### src/rtl/seven_seg_scan_ctrl.sv
// Multiplexed 7-seg scan: one shared 2-bit digit code and one active-low anode per slot.
// All outputs registered (1 cycle after state change); a slot is BLANK_CYCLES dark then SHOW_CYCLES lit.
// No backpressure: a load overwrites the pending buffer and commits at the next frame boundary or while disabled.
module seven_seg_scan_ctrl #(
    parameter int NUM_DIGITS   = 4,
    parameter int SHOW_CYCLES  = 50000,
    parameter int BLANK_CYCLES = 100
) (
    input  logic                    clk,
    input  logic                    rst_n,
    input  logic                    enable,
    input  logic                    load,
    input  logic [2*NUM_DIGITS-1:0] digits_in,
    output logic                    load_ack,
    output logic [1:0]              digit_value,
    output logic [NUM_DIGITS-1:0]   anodes,
    output logic                    frame_done
);

    localparam int MAX_CYC = (SHOW_CYCLES > BLANK_CYCLES) ? SHOW_CYCLES : BLANK_CYCLES;
    localparam int CNT_W   = $clog2(MAX_CYC + 1);
    localparam int IDX_W   = (NUM_DIGITS > 1) ? $clog2(NUM_DIGITS) : 1;

    localparam logic [CNT_W-1:0] SHOW_LAST  = CNT_W'(SHOW_CYCLES - 1);
    localparam logic [CNT_W-1:0] BLANK_LAST = CNT_W'(BLANK_CYCLES - 1);
    localparam logic [IDX_W-1:0] IDX_LAST   = IDX_W'(NUM_DIGITS - 1);

    typedef enum logic {
        ST_BLANK = 1'b0,
        ST_SHOW  = 1'b1
    } state_t;

    state_t                  state_q, state_d;
    logic [IDX_W-1:0]        idx_q, idx_d;
    logic [CNT_W-1:0]        cnt_q, cnt_d;
    logic [2*NUM_DIGITS-1:0] active_q, active_d;
    logic [2*NUM_DIGITS-1:0] pending_q, pending_d;
    logic                    pend_valid_q, pend_valid_d;
    logic [1:0]              digit_value_q, digit_value_d;
    logic [NUM_DIGITS-1:0]   anodes_q, anodes_d;
    logic                    load_ack_q, load_ack_d;
    logic                    frame_done_q, frame_done_d;
    logic                    commit;
    logic                    enter_blank;

    always_ff @(posedge clk or negedge rst_n) begin
        if (!rst_n) begin
            state_q       <= ST_BLANK;
            idx_q         <= '0;
            cnt_q         <= '0;
            active_q      <= '0;
            pending_q     <= '0;
            pend_valid_q  <= 1'b0;
            digit_value_q <= '0;
            anodes_q      <= '1;
            load_ack_q    <= 1'b0;
            frame_done_q  <= 1'b0;
        end else begin
            state_q       <= state_d;
            idx_q         <= idx_d;
            cnt_q         <= cnt_d;
            active_q      <= active_d;
            pending_q     <= pending_d;
            pend_valid_q  <= pend_valid_d;
            digit_value_q <= digit_value_d;
            anodes_q      <= anodes_d;
            load_ack_q    <= load_ack_d;
            frame_done_q  <= frame_done_d;
        end
    end

    always_comb begin
        state_d       = state_q;
        idx_d         = idx_q;
        cnt_d         = cnt_q;
        active_d      = active_q;
        pending_d     = pending_q;
        pend_valid_d  = pend_valid_q;
        digit_value_d = digit_value_q;
        anodes_d      = '1;
        load_ack_d    = 1'b0;
        frame_done_d  = 1'b0;
        commit        = 1'b0;
        enter_blank   = 1'b0;

        if (!enable) begin
            // Parked: dark, rewound to digit 0, and any pending load goes live immediately.
            state_d     = ST_BLANK;
            idx_d       = '0;
            cnt_d       = '0;
            commit      = pend_valid_q;
            enter_blank = 1'b1;
        end else begin
            case (state_q)
                ST_BLANK: begin
                    if (cnt_q == BLANK_LAST) begin
                        state_d = ST_SHOW;
                        cnt_d   = '0;
                    end else begin
                        cnt_d = cnt_q + CNT_W'(1);
                    end
                end
                ST_SHOW: begin
                    if (cnt_q == SHOW_LAST) begin
                        state_d     = ST_BLANK;
                        cnt_d       = '0;
                        enter_blank = 1'b1;
                        if (idx_q == IDX_LAST) begin
                            idx_d        = '0;
                            frame_done_d = 1'b1;
                            commit       = pend_valid_q;
                        end else begin
                            idx_d = idx_q + IDX_W'(1);
                        end
                    end else begin
                        cnt_d = cnt_q + CNT_W'(1);
                    end
                end
                default: state_d = ST_BLANK;
            endcase
        end

        if (commit) begin
            active_d     = pending_q;
            pend_valid_d = 1'b0;
            load_ack_d   = 1'b1;
        end
        // A load on the commit edge lands after the commit, so it waits for the next one.
        if (load) begin
            pending_d    = digits_in;
            pend_valid_d = 1'b1;
        end

        if (enter_blank) begin
            digit_value_d = active_d[{idx_d, 1'b0} +: 2];
        end
        if (state_d == ST_SHOW) begin
            anodes_d[idx_d] = 1'b0;
        end
    end

    assign load_ack    = load_ack_q;
    assign digit_value = digit_value_q;
    assign anodes      = anodes_q;
    assign frame_done  = frame_done_q;

endmodule
### config.mk
export PLATFORM = sky130hd
export DESIGN_NAME = seven_seg_scan_ctrl
export DESIGN_NICKNAME = d
export VERILOG_FILES = /design/src/rtl/seven_seg_scan_ctrl.sv
export SDC_FILE = /design/constraint.sdc
export NUM_CORES = 1
export LEC_CHECK = 0
export ABC_AREA = 1
export BUFFER_PORTS_ARGS = -buffer_cell sky130_fd_sc_hd__buf_4
export CORE_MARGIN = 10
export CORE_UTILIZATION = 50
export DETAILED_ROUTE_END_ITERATION = 8
export PLACE_DENSITY = 0.71
export SYNTH_ARGS = -nofsm -noshare
export SYNTH_HDL_FRONTEND = slang
export SYNTH_SLANG_ARGS = --single-unit
### constraint.sdc
create_clock -name clk -period 2.3 [get_ports clk]
set_input_delay 0.345 -clock clk [delete_from_list [all_inputs] [get_ports clk]]
set_output_delay 0.345 -clock clk [all_outputs]
set_load 0.01 [all_outputs]
==> flow_summary.ini <==
[layout]
drive_gt1_share_pct = 19.4
num-nets-final = 281
antennaDiodeCount = 0
final_common_cell = nand2_1
final_cell_mix = nand2_1, dfrtp_1, nor2_1
area_growth_pct = 14.9

[logic_synthesis]
netlist_area_um2 = 2080
synth_seq_cells = 44
syn_area_per_cell_um2 = 8.53
synth.largest_area_cell = dfrtp_1
synth.distinct_cells = 32
syn_nets = 258
ys_seq_area_share_pct = 53.2
ys_warn_count = 0
netlist_instances = 244
synth.area.top_cells = dfrtp_1, nand2_1, nor2_1, dfstp_2, inv_1
synth_top_area_share_pct = 48.1

[critical_path]
critical_path_class = register to register
cp-start-kind = register
endpoint_kind = register
crit_fanout = 5
cp_data_required_time_ps = 2510
crit_arrival_ps = 2160

[sta]
fin_crit_sh_pct = 84.7
setup_viol = 0
hold_viol = 0
worst_slew_pin_slew_ps = 547
worst_slack_ps = 352
rsz0062_at_grt = no
fin_setup_tns_ps = 0
final.setup_skew_ps = 10.2
fin_crit_ps = 1950
drv_slew = 0
max-slew-margin-rel_pct = 63.6
fmax_mhz = 513

[die]
design.core.area_um2 = 4000
die_w_um = 84.5
die_area_um2 = 7140
rows = 23
start_util_pct = 52.0
die_h_um = 84.5
io_pins = 20

[clock_network]
path_clk_slew_ps = 80
cts_tree = yes
cts_hold_buf = 0
cts_setup_buffers = 0
cts_buffers = 5
cts_resized = 0
insertion_delay_ps = 300
htree_levels = 2
clock-sinks = 44
root_buffer = clkbuf_8
clock_path_buffers = 2

[pwr]
combPwrFrac_pct = 8.0
ir_drop_uv = 449
p_clk_share_pct = 39.1
p_int_mw = 1.22
p_switching_mw = 0.366
power_mw = 1.59
swShare_pct = 23.0
power_frac_seq_pct = 52.9
cellLeakagePower_nw = 1.16
cellPowerDensity_nw_per_um2 = 664

[grt]
grt_pass1_wl_um = 7550
grt_pass1_vias = 1668
grt_util_all_layers_pct = 12.5
grt_antenna_before_repair = 0
grt_max_degree = 45
grt-ovfl-total = 0

[drt]
wire_per_inst_um = 12.8
vias = 1597
vias_per_cell = 5.02
postRouteAntennaNets = 0
drtPass1Iterations = 4
drtIter0Drc = 120
drc = 0
wirelength_um = 4080

[placement]
pre_cts_slack_ps = 372
detailed_place_hpwl_um = 3060
port_buffers = 19
place_congestion = 0.864

[status]
outcome = finished, final reports clean

[worst_hold_path]
hold_path.class = primary input to asynchronous set/reset pin

[run]
max-cap-violations = 0
path summary, 6_finish.rpt:
path | slack [ps] | end | depth (start not counted) | start
worst min register to register | 450 | cnt_q[0] | 1 | cnt_q[0]
worst max-delay path | 350 | cnt_q[14] | 9 | cnt_q[0]
min in group clk | 240 | pending_q[7] | 3 | digits_in[7]
worst max register to register | 350 | cnt_q[14] | 9 | cnt_q[0]
worst min-delay path | 20 | cnt_q[10] | 1 | rst_n
max in group asynchronous | 1890 | cnt_q[3] | 1 | rst_n
synth_stat cells (all sizes together):
library cell and count:
nand2 76, nor2 41, dfrtp 40, inv 24
nand3 16, nor3 8, nand4 6, dfstp 4
o21ai 4, xor2 4, a211oi 3, nor4 3
xnor2 3, a21oi 2, buf 2, clkbuf 2
clkinv 2, ha 2, and3 1, nor3b 1
per-layer routing:
metal  share of wire [%]  wire length [µm]  track usage, %  up-vias
met1                  49              1990            16.6      738
met2                  44              1800            18.5       35
met3                 5.5               224            3.86        5
met4                 1.3                53            4.79        0
li1                    -                 -               -      819
met5                   0                 0               0        -
worst max-delay path: stages, from the launching register on:
cell     delay [ps]
dfrtp_1         360
ha_1            210
nand3_1         170
inv_2           160
nand3_1         140
nor3_2          220
nand2_1         170
nor2_1          180
a21oi_1          90
nor3_1          170
logic make-up (layout without fill, tap and decap cells):
| family | Yosys count | in the layout | share of synthesized area (%) |
|---|---|---|---|
| adder cells (fa/ha/maj) | 2 | 2 | 1.20 |
| AO/OA/AOI/OAI | 9 | 9 | 2.89 |
| AND/OR/NAND/NOR | 152 | 152 | 33.9 |
| buffers and inverters | 30 | 54 | 5.89 |
| flip-flops | 44 | 44 | 53.2 |
| XOR/XNOR | 7 | 7 | 2.95 |
registers in the layout (all words and copies together), names as in the netlist:
name,count
anodes,4
cnt_q,16
state_q,1
idx_q,2
load_ack,1
active_q,8
digit_value,2
pending_q,8
pend_valid_q,1
frame_done,1
per-stage QoR:
| stage | cells | utilization, % | hold WS, ps | instance area, µm² |
|---|---|---|---|---|
| global placement | 310 | 56.7 | 363 | 2270 |
| CTS | 318 | 59.8 | 45.4 | 2390 |
| global route | 318 | 59.8 | 69.6 | 2390 |
| finish | 318 | 59.8 | 23.8 | 2390 |
| detailed placement | 310 | 56.7 | 372 | 2270 |
| floorplan | 244 | - | 49.4 | 2080 |
final cells by class:
type / count / area [µm²]
flip-flops and latches: 44 / 1110
clock inverters: 2 / 38.8
repair buffers: 20 / 150
multi-input cells: 170 / 852
well taps: 50 / 62.6
fillers: 354 / 1610
clock buffers: 6 / 82.6
inverters: 26 / 98.8
power by group through the flow:
stage	logic (mW)	clock network, mW	registers [mW]
floorplan	0.0739	0	0.850
global placement	0.128	0	0.853
detailed placement	0.130	0	0.854
CTS	0.131	0.631	0.839
global route	0.152	0.664	0.846
finish	0.127	0.621	0.839
Note: power is estimated with default switching activity, not from simulation.
